## src/rtl/sys_array_sequencer.sv

```systemverilog
// sys_array_sequencer: job sequencer for a SYS_ROWS x SYS_COLS systolic array.
// Each job runs cfg_tiles tiles; each tile preloads one weight row per cycle
// (LOAD_W), streams cfg_len activation vectors (COMPUTE), then waits for the
// array pipeline to empty (DRAIN). Result writes trail activation reads by
// LAT = SYS_ROWS + SYS_COLS - 1 cycles through a shift register.
// Optional feature: define SEQ_PERF_CNT_EN to add the 32-bit perf_cycles output.
module sys_array_sequencer #(
  parameter int SYS_ROWS = 6,
  parameter int SYS_COLS = 3,
  parameter int ADDR_W   = 10
) (
  input  logic                        clk,
  input  logic                        rst,
  input  logic                        start,
  input  logic                        abort,
  input  logic [7:0]                  cfg_tiles,
  input  logic [7:0]                  cfg_len,
  output logic                        w_load_en,
  output logic [$clog2(SYS_ROWS)-1:0] w_row_sel,
  output logic [ADDR_W-1:0]           w_addr,
  output logic                        act_rd_en,
  output logic [ADDR_W-1:0]           act_addr,
  output logic                        res_wr_en,
  output logic [ADDR_W-1:0]           res_addr,
  output logic                        busy,
  output logic                        ready
`ifdef SEQ_PERF_CNT_EN
  ,
  output logic [31:0]                 perf_cycles
`endif
);

  localparam int LAT   = SYS_ROWS + SYS_COLS - 1;
  localparam int ROW_W = $clog2(SYS_ROWS);
  localparam int CNT_W = 16;

  typedef enum logic [2:0] {
    S_IDLE,
    S_LOAD_W,
    S_COMPUTE,
    S_DRAIN,
    S_DONE
  } state_t;

  state_t             state_q, state_d;
  logic [CNT_W-1:0]   cnt_q;
  logic [7:0]         tiles_left_q;
  logic [7:0]         len_q;
  logic [ADDR_W-1:0]  w_addr_q, act_addr_q, res_addr_q;
  logic [LAT-1:0]     dl_q;
  logic               job_start;
  logic               next_tile;

  // State register.
  // NOTE: sequential state uses non-blocking (<=) so every flop samples the
  // pre-edge values; blocking (=) here would create order-dependent races.
  always_ff @(posedge clk or posedge rst) begin
    if (rst) state_q <= S_IDLE;
    else     state_q <= state_d;
  end

  // Next-state and strobe decode from registered state and phase counter.
  always_comb begin
    // NOTE: every output of this block gets a default first; a path that left
    // one unassigned would infer a latch.
    state_d   = state_q;
    w_load_en = 1'b0;
    act_rd_en = 1'b0;
    busy      = 1'b0;
    ready     = 1'b0;
    case (state_q)
      S_IDLE: begin
        if (start) state_d = S_LOAD_W;
      end
      S_LOAD_W: begin
        w_load_en = 1'b1;
        busy      = 1'b1;
        if (cnt_q == CNT_W'(SYS_ROWS - 1)) state_d = S_COMPUTE;
      end
      S_COMPUTE: begin
        act_rd_en = 1'b1;
        busy      = 1'b1;
        if (cnt_q == CNT_W'(len_q - 8'd1)) state_d = S_DRAIN;
      end
      S_DRAIN: begin
        busy = 1'b1;
        if (cnt_q == CNT_W'(LAT - 1))
          state_d = (tiles_left_q > 8'd1) ? S_LOAD_W : S_DONE;
      end
      S_DONE: begin
        ready   = 1'b1;
        state_d = S_IDLE;
      end
      default: state_d = S_IDLE;
    endcase
    // Abort beats everything, including a pending start.
    if (abort) state_d = S_IDLE;
  end

  assign job_start = (state_q == S_IDLE)  && (state_d == S_LOAD_W);
  assign next_tile = (state_q == S_DRAIN) && (state_d == S_LOAD_W);

  // Phase counter, job configuration, buffer addresses and result delay line.
  always_ff @(posedge clk or posedge rst) begin
    if (rst) begin
      // NOTE: the delay line is a handful of flops, not a RAM, so it is reset
      // along with everything else; stale bits would fire spurious writes.
      cnt_q        <= '0;
      tiles_left_q <= '0;
      len_q        <= '0;
      w_addr_q     <= '0;
      act_addr_q   <= '0;
      res_addr_q   <= '0;
      dl_q         <= '0;
    end else begin
      // Phase counter restarts on every state entry and idles at zero.
      if (state_d != state_q || state_q == S_IDLE) cnt_q <= '0;
      else                                         cnt_q <= cnt_q + CNT_W'(1);

      // An abort flushes in-flight results so no write follows it.
      if (abort && state_q != S_IDLE) dl_q <= '0;
      else                            dl_q <= {dl_q[LAT-2:0], act_rd_en};

      if (w_load_en) w_addr_q   <= w_addr_q   + ADDR_W'(1);
      if (act_rd_en) act_addr_q <= act_addr_q + ADDR_W'(1);
      if (res_wr_en) res_addr_q <= res_addr_q + ADDR_W'(1);

      if (next_tile) tiles_left_q <= tiles_left_q - 8'd1;

      // Addresses run on across tiles; only a new job rewinds them.
      if (job_start) begin
        tiles_left_q <= (cfg_tiles == 8'd0) ? 8'd1 : cfg_tiles;
        len_q        <= (cfg_len   == 8'd0) ? 8'd1 : cfg_len;
        w_addr_q     <= '0;
        act_addr_q   <= '0;
        res_addr_q   <= '0;
      end
    end
  end

  assign w_row_sel = (state_q == S_LOAD_W) ? cnt_q[ROW_W-1:0] : '0;
  assign w_addr    = w_addr_q;
  assign act_addr  = act_addr_q;
  assign res_addr  = res_addr_q;
  assign res_wr_en = dl_q[LAT-1];

`ifdef SEQ_PERF_CNT_EN
  logic [31:0] perf_q;

  // Busy-cycle counter: cleared on job start, frozen once the job ends.
  always_ff @(posedge clk or posedge rst) begin
    if (rst)            perf_q <= '0;
    else if (job_start) perf_q <= '0;
    else if (busy)      perf_q <= perf_q + 32'd1;
  end

  assign perf_cycles = perf_q;
`endif

endmodule

```

## config.mk

```make
export PLATFORM = sky130hd
export DESIGN_NAME = sys_array_sequencer
export DESIGN_NICKNAME = d
export VERILOG_FILES = /design/src/rtl/sys_array_sequencer.sv
export SDC_FILE = /design/constraint.sdc
export NUM_CORES = 1
export LEC_CHECK = 0
export CORE_AREA = 2 2 108 110
export CTS_CLUSTER_SIZE = 8
export DETAILED_ROUTE_END_ITERATION = 7
export DIE_AREA = 0 0 110 112
export SYNTH_ARGS = -nofsm -noshare
export SYNTH_HDL_FRONTEND = slang
export SYNTH_SLANG_ARGS = --single-unit
```

## constraint.sdc

```tcl
create_clock -name clk -period 5.89 [get_ports clk]
set_input_delay 1.178 -clock clk [delete_from_list [all_inputs] [get_ports clk]]
set_output_delay 1.178 -clock clk [all_outputs]
set_load 0.005 [all_outputs]
```

After elaboration in Yosys (flattened, before gate mapping):

Index checks and enable logic that the tools add are counted.

* $add $sub $neg: 6
* order comparisons: 1
* equality and inequality tests: 9
* muxes and demuxes: 24
* reduce and logical (&&, ||, !) cells: 13

Operators with widths (number)
* 2-to-1 mux 10 bit: 6
* 2-to-1 mux 8 bit: 5
* == test 16 x 3 -> 1 bit (second input constant): 2
* adder 10 x 1 -> 10 bit (second input constant): 3
* 2-to-1 mux 3 bit: 7
* adder 16 x 1 -> 16 bit (second input constant): 1
* == test 16 bit: 1
* zero test 8 bit: 2
* 2-to-1 mux 16 bit: 1
* one-hot mux 3 bit (4 select lines): 1
* subtractor 8 x 1 -> 9 bit (second input constant): 1
* greater-than comparator 8 x 1 -> 1 bit (second input constant): 1
* nonzero test 2 bit: 4
* subtractor 8 x 1 -> 8 bit (second input constant): 1
* == test 3 x 1 -> 1 bit (second input constant): 2
* == test 3 x 2 -> 1 bit (second input constant): 2
* 2-to-1 mux 1 bit: 4
* == test 3 bit (second input constant): 1
* logical AND 1 bit: 3
* zero test 3 bit: 1
* inequality test 3 bit: 1
* nonzero test 3 bit: 1
* OR reduction 3 bit: 1
* logical OR 1 bit: 1

* register bits: 73
* output and inout bits: 38
* logic and storage cells: 61

Logic depth before layout (Yosys ltp):

Gate-level depths: netlist of the first run.

* depth in word-level cells: 9
* mapped depth: 13
* gate-level depth less buffers: 10

Worst setup path before layout of the first run:

Ideal clock, no wire load.

* kind: register to register
* start: reg len_q[0]
* end: reg cnt_q[10]
* library setup time: 0.121 ns
* data arrival time: 3.310 ns
* setup slack: 2.459 ns
* stages on the path, launching flop included: 14
* path buffers: 3
* path through: dfrtp_1 -> clkdlybuf4s15_1 -> inv_1 -> ha_1 -> buf_4 -> or3b_2 -> or4_1 -> a222oi_1 -> o211ai_1 -> and2_4 -> inv_2 -> mux2i_1 -> buf_2 -> nor2_1

* word-level cells in the longest chain between the ends: 8

Ends and longest elaborated chain
* start: declaration: line 48 `logic [7:0] len_q;`
* start signal: assignment: line 133 `len_q <= (cfg_len == 8'd0) ? 8'd1 : cfg_len;`
* subtractor 8 x 1 -> 9 bit: line 83 `if (cnt_q == CNT_W'(len_q - 8'd1)) state_d = S_DRAIN;`
* == test 16 bit: line 83
* 2-to-1 mux 3 bit: line 83
* one-hot mux 3 bit (4 select lines): line 71 `case (state_q)`
* 2-to-1 mux 3 bit: line 97 `if (abort) state_d = S_IDLE;`
* named net state_d[0]: line 45 `state_t state_q, state_d;`
* inequality test 3 bit: line 117 `if (state_d != state_q || state_q == S_IDLE) cnt_q <= '0;`
* logical OR 1 bit: line 117
* 2-to-1 mux 16 bit: line 117
* end signal: assignment: line 118 `else cnt_q <= cnt_q + CNT_W'(1);`
* end: declaration: line 46 `logic [CNT_W-1:0] cnt_q;`

The timed path passes the listed nets, and every way through them passes these cells.
A chain may end at the register's enable or synchronous reset.

Worst setup path in the final report of the first run:

* start: reg len_q[0]
* end: reg tiles_left_q[4]

* word-level cells in the longest chain between the ends: 8
* elaborated cells on any way between the ends: 10

Ends and longest elaborated chain
* subtractor 8 x 1 -> 9 bit *: line 83
* == test 16 bit *: line 83
* 2-to-1 mux 3 bit *: line 83
* one-hot mux 3 bit (4 select lines) *: line 71
* 2-to-1 mux 3 bit *: line 97
* == test 3 x 1 -> 1 bit *: line 100, 101
* logical AND 1 bit, on equally long branches: line 100, 101
* 2-to-1 mux 8 bit / nonzero test 2 bit (equally long branches)
* end signal: assignment: line 128 `if (next_tile) tiles_left_q <= tiles_left_q - 8'd1;`
* end signal: assignment: line 132 `tiles_left_q <= (cfg_tiles == 8'd0) ? 8'd1 : cfg_tiles;`
* end: declaration: line 47 `logic [7:0] tiles_left_q;`

Every way passes the cells marked *; elsewhere a longest branch is shown, timed or not.

==> flow_metrics.py, run 1 <==
metrics = {
    "global_routing": {
        "grt_pass1_wl_microns": 14350,
        "grtUsageTotal": 0.1492,
        "grt_max_degree": 41,
        "antenna_found_initial": 0,
        "grt_pass1_vias": 2901,
        "grt-ovfl-total": 0,
    },
    "outcome": {
        "status": "completed",
    },
    "floorplanning": {
        "rows": 39,
        "die_h_microns": 112,
        "initial_core_util": 0.3450,
        "core_area_sq_um": 11170,
        "pin_count": 58,
        "die_area_sq_um": 12320,
        "die_x_microns": 110,
    },
    "logic_synthesis": {
        "syn_avg_cell_area_sq_um": 9.759,
        "synth_cells": 395,
        "ys_seq_area_frac": 0.4739,
        "synth_top_area_frac": 0.4739,
        "syn_area_sq_um": 3855,
        "synth_area_leaders": "dfrtp_1 (47%), xor2_1 (7.0%), nor2_1 (6.5%)",
        "ys_warn_count": 0,
        "synth_nets": 423,
        "synth_flop_cell": "dfrtp_1",
        "yosysMostFrequentCell": "dfrtp_1",
        "async_reset_ff_frac": 1.000,
        "synthTopCellsByCount": "dfrtp_1 (73), nor2_1 (67), xor2_1 (31), nand2_1 (26), xnor2_1 (20)",
        "synth-edff-count": 0,
        "ys_seq_elements": 73,
        "synthDistinctLibCells": 55,
        "yosys.area.top_type": "dfrtp_1",
    },
    "clock_network": {
        "htreeDepth": 3,
        "cts_tree": "yes",
        "path_clk_slew_ns": 0.06,
        "cts_resized": 0,
        "clockBufferDepth": 2,
        "post_cts_buffers": 0,
        "clock-sinks": 73,
        "cts_hold_buf": 0,
        "cts_root_buffer": "clkbuf_16",
        "insertion_delay_ns": 0.33,
        "cts_made_buffers": 9,
    },
    "placement": {
        "io_buffers": 57,
        "gp_congestion": 0.8566,
        "postPlaceCellArea_sq_um": 4539,
        "dpl.hpwl_microns": 5962,
    },
    "final_layout": {
        "synthToLayoutAreaGrowth_pct": 24.80,
        "fillerInstances": 1103,
        "drive_gt1_frac": 0.08609,
        "multiInputGateArea_sq_um": 1896,
        "regArea_sq_um": 1827,
        "n_antenna_cell": 0,
        "finalInstanceArea_sq_um": 4811,
        "nets": 476,
    },
    "drt": {
        "drc": 0,
        "antenna_left": 0,
        "drtPass1Iterations": 4,
        "vias": 2994,
        "first_iter_violations": 185,
        "wirelength_microns": 8359,
        "wire_per_inst_microns": 14.03,
        "via_per_inst": 5.023,
    },
    "sta": {
        "slew_headroom": 0.5083,
        "rsz0062_at_grt": "false",
        "finalCriticalPeriod_ns": 3.670,
        "finalSetupViolCount": 0,
        "skew_ns": 0.003423,
        "worstMarginPinSlew_ns": 0.7364,
        "setup_tns_ns": 0,
        "drv_slew": 0,
        "max_clock_freq_ghz": 0.2725,
        "fin_crit_sh": 0.6231,
        "finalHoldViolations": 0,
    },
    "power": {
        "power.leakage_uw": 0.001990,
        "p_per_area_nw_per_um2": 269.2,
        "ir_worst_vdd_v": 0.0001301,
    },
    "critical_path": {
        "crit_type": "reg -> reg",
        "cp-start-kind": "register",
        "crit_required_ns": 6.10,
        "crit_chain": "inv_1, ha_1, or3b_2, or4_1, a222oi_1, o211ai_1, a21oi_4, buf_4, nor2b_1, a21oi_1",
        "arrival_ns": 3.88,
        "crit_path_top_delay_cell": "or4_1",
        "cp_slowest_stage_delay_ns": 0.52,
        "endpoint_kind": "register",
        "crit_path_max_fanout": 40,
    },
    "worst_hold_path": {
        "min_path_type": "reg -> reg",
    },
    "flow_run": {
        "cap_violations": 0,
    },
}
-- cell type report --
type	count	share of cell area
Sequential cell	73	0.3797
Multi-Input combinational cell	293	0.3940
Inverter	10	0.007802
Timing Repair Buffer	61	0.1248
Clock buffer	10	0.04759
Clock inverter	6	0.008843
Tap cell	143	0.03719
-- flip-flops by register name, summed over array words and instances (netlist names) --
name,cells
cnt_q,16
act_addr,10
res_addr,10
w_addr,10
dl_q,8
len_q,8
tiles_left_q,8
state_q,3
-- worst paths after layout --
| check | start | to | slack [ns] | depth (start not counted) |
|---|---|---|---|---|
| worst max register to register | len_q[0] | tiles_left_q[4] | 2.22 | 10 |
| worst min register to register | dl_q[0] | dl_q[1] | 0.46 | 1 |
| worst max-delay path | len_q[0] | tiles_left_q[4] | 2.22 | 10 |
| worst min-delay path | dl_q[0] | dl_q[1] | 0.46 | 1 |
| min in group asynchronous | rst | cnt_q[12] | 1.30 | 2 |
| max in group asynchronous | rst | w_addr[3] | 3.62 | 3 |
-- layer usage --
layer,vias to the layer above,global-route usage,share of wire
met2,70,0.2401,0.50
met1,1443,0.1908,0.44
li1,1473,-,-
met4,0,0.03966,0.011
met5,-,0,0
met3,8,0.05035,0.054
-- worst max-delay path, delay by kind of cell, from the launching register on --
family | cells | cell delay (ns)
flops | 1 | 0.45
buf+inv | 2 | 0.54
simple gates | 3 | 1.20
compound gates | 4 | 0.99
fa+ha+maj | 1 | 0.35
-- cell families (layout without fill, tap and decap cells) --
logic type	count (synthesis)	in the layout	share of synthesized area
AND/OR/NAND/NOR	180	180	0.2363
flip-flops	73	73	0.4739
XOR/XNOR	51	51	0.1159
AO/OA/AOI/OAI	43	43	0.08017
buffers and inverters	29	87	0.03733
multiplexers	11	11	0.03051
adder cells (fa/ha/maj)	8	8	0.02597
-- report_power, final --
| part | switching, uW | internal (uW) | total (uW) |
|---|---|---|---|
| clock network | 212 | 285 | 497 |
| registers | 51.4 | 540 | 591 |
| logic | 97.8 | 110 | 207 |
-- placed cells by master (no fill, tap or decap), drive strengths merged, types with 3 or more instances in the layout --
cell           instances
a211oi                 3
a21oi                  9
and2                  15
and3                   8
buf                    4
clkbuf                10
clkdlybuf4s50         57
clkinv                 3
dfrtp                 73
ha                     8
inv                   11
mux2                   6
mux2i                  5
nand2                 26
nand2b                 3
nand3                  9
nand4                 18
nor2                  67
nor3                   7
nor3b                  4
nor4                   8
o21ai                  8
o31a                   4
or3                    4
or4                    5
xnor2                 20
xor2                  31
-- stage by stage --
step                      total power (uW)    util  instances  hold WS, ns  setup WS [ns]
after CTS                             1310  0.4305        596       0.4642          2.213
after detailed placement             806.7  0.4062        580       0.4356          2.245
after global routing                  1369  0.4305        596       0.4828          1.885
final                                 1295  0.4305        596       0.4552          2.220
after floorplan                      734.0       -        395       0.4277          2.459
after global placement               801.6  0.4062        580       0.4324          2.361
Note: power is estimated with default switching activity, not from simulation.
==> run 2, diff against run 1 <==
- clock period: 5.89 -> 3.45 ns (I/O delays scaled with it)
==> flow_metrics.py, run 2 (synthesized netlist as in run 1, its figures left out) <==
metrics = {
    "sta": {
        "rsz0062_at_grt": "false",
        "slew_headroom": 0.4561,
        "max_clock_freq_ghz": 0.3106,
        "worstMarginPinSlew_ns": 0.8141,
        "setup_tns_ns": 0,
        "finalCriticalPeriod_ns": 3.220,
        "finalHoldViolations": 0,
        "drv_slew": 0,
        "finalSetupViolCount": 0,
        "fin_crit_sh": 0.9333,
        "skew_ns": 0.006096,
    },
    "critical_path": {
        "crit_required_ns": 3.67,
        "r2r-start": "len_q[0]",
        "endpoint_kind": "register",
        "cp-start-kind": "register",
        "crit_path_max_fanout": 16,
        "crit_path_top_delay_cell": "or4_1",
        "reg2reg_setup_slack_ns": 0.23,
        "crit_chain": "inv_1, ha_1, or3b_2, or4_1, a222oi_1, o211ai_1, and2_4, inv_2, mux2i_1, buf_4, nor2_1",
        "rr_worst_depth": 11,
        "crit_type": "reg -> reg",
        "r2r-end": "cnt_q[5]",
        "arrival_ns": 3.44,
        "cp_slowest_stage_delay_ns": 0.51,
    },
    "drt": {
        "antenna_left": 0,
        "drc": 0,
        "wire_per_inst_microns": 13.47,
        "drtPass1Iterations": 4,
        "wirelength_microns": 8068,
        "vias": 2990,
        "via_per_inst": 4.992,
        "first_iter_violations": 100,
    },
    "placement": {
        "dpl.hpwl_microns": 5777,
        "dp_cells": 583,
        "gp_congestion": 0.8689,
        "postPlaceCellArea_sq_um": 4587,
        "io_buffers": 57,
    },
    "floorplanning": {
        "die_x_microns": 110,
        "die_area_sq_um": 12320,
        "core_area_sq_um": 11170,
        "die_h_microns": 112,
        "rows": 39,
        "initial_core_util": 0.3450,
        "pin_count": 58,
    },
    "worst_hold_path": {
        "min_to": "dl_q[2]",
        "min_from": "dl_q[1]",
        "whs_path_depth": 1,
        "min_path_type": "reg -> reg",
    },
    "global_routing": {
        "antenna_found_initial": 0,
        "grt_pass1_wl_microns": 13520,
        "grt-ovfl-total": 0,
        "grtUsageTotal": 0.1406,
        "grt_pass1_vias": 2899,
        "grt_max_degree": 74,
    },
    "power": {
        "p_per_area_nw_per_um2": 495.5,
        "ir_worst_vdd_v": 0.0002456,
        "power.leakage_uw": 0.002048,
    },
    "final_layout": {
        "fillerInstances": 1083,
        "drive_gt1_frac": 0.09211,
        "nets": 479,
        "largest_register_ffs": 16,
        "final_common_cell": "dfrtp_1",
        "regMostFlops": "cnt_q",
        "synthToLayoutAreaGrowth_pct": 27.91,
        "finalInstanceArea_sq_um": 4931,
        "final_cell_mix": "dfrtp_1 (73), nor2_1 (67), clkdlybuf4s50_1 (57)",
        "fin_cells": 599,
        "n_antenna_cell": 0,
    },
    "clock_network": {
        "cts_tree": "yes",
        "post_cts_buffers": 0,
        "cts_resized": 0,
        "cts_root_buffer": "clkbuf_16",
        "cts_made_buffers": 9,
        "cts_hold_buf": 0,
        "insertion_delay_ns": 0.33,
        "clock-sinks": 73,
        "clockBufferDepth": 2,
        "htreeDepth": 3,
        "path_clk_slew_ns": 0.06,
    },
    "flow_run": {
        "cap_violations": 0,
    },
    "outcome": {
        "status": "completed",
    },
}
[run 2: cell count changes in the layout (fill, tap and decap cells not counted)]
cell	change
bufinv_16	+3
clkinv_2	-2
buf_12	+2
buf_4	+1
clkinvlp_4	-1
[run 2: critical path, delay by kind of cell, from the launching register on]
kind / cells / cell delay (ns)
buf+inv: 3 / 0.45
mux: 1 / 0.21
flops: 1 / 0.45
simple gates: 4 / 1.27
fa+ha+maj: 1 / 0.16
compound gates: 2 / 0.56
[run 2: worst max path at each step]
stage                     startpoint               to  slack [ns]  cells past startpoint
after floorplan             len_q[0]        cnt_q[10]        0.02                     13
after global placement      len_q[0]  tiles_left_q[4]        0.28                     10
after detailed placement    len_q[0]         cnt_q[5]        0.23                     11
after CTS                   len_q[0]         cnt_q[5]        0.20                     11
after global routing        len_q[0]  tiles_left_q[4]       0.003                     10
final                       len_q[0]         cnt_q[5]        0.23                     11
[run 2: layout make-up]
cell class | count | area [sq um] | area share
well taps | 143 | 178.9 | 0.03629
clock buffers | 10 | 229.0 | 0.04643
clock inverters | 6 | 115.1 | 0.02334
flip-flops and latches | 73 | 1827 | 0.3705
multi-input cells | 293 | 1896 | 0.3844
repair buffers | 64 | 648.1 | 0.1314
inverters | 10 | 37.54 | 0.007612
[run 2: through the flow]
step / setup WS [ns] / hold slack [ns] / power (uW) / utilization
finish: 0.2300 / 0.4541 / 2443 / 0.4413
global route: 0.003004 / 0.4684 / 2562 / 0.4413
CTS: 0.2003 / 0.4570 / 2471 / 0.4413
detailed placement: 0.2279 / 0.4394 / 1385 / 0.4105
global placement: 0.2835 / 0.4351 / 1375 / 0.4105
floorplan: 0.01884 / 0.4277 / 1253 / -
[run 2: power by group]
group | total, uW | internal [uW] | switching [uW]
clock network | 1070 | 710 | 365
registers | 1010 | 921 | 86.6
logic | 361 | 194 | 166
[run 2: metal layers]
metal,global-route usage,up-vias,share of wire
met5,0,-,0
met2,0.2294,54,0.49
met3,0.03864,12,0.040
met1,0.1743,1441,0.46
li1,-,1483,-
met4,0.05570,0,0.018
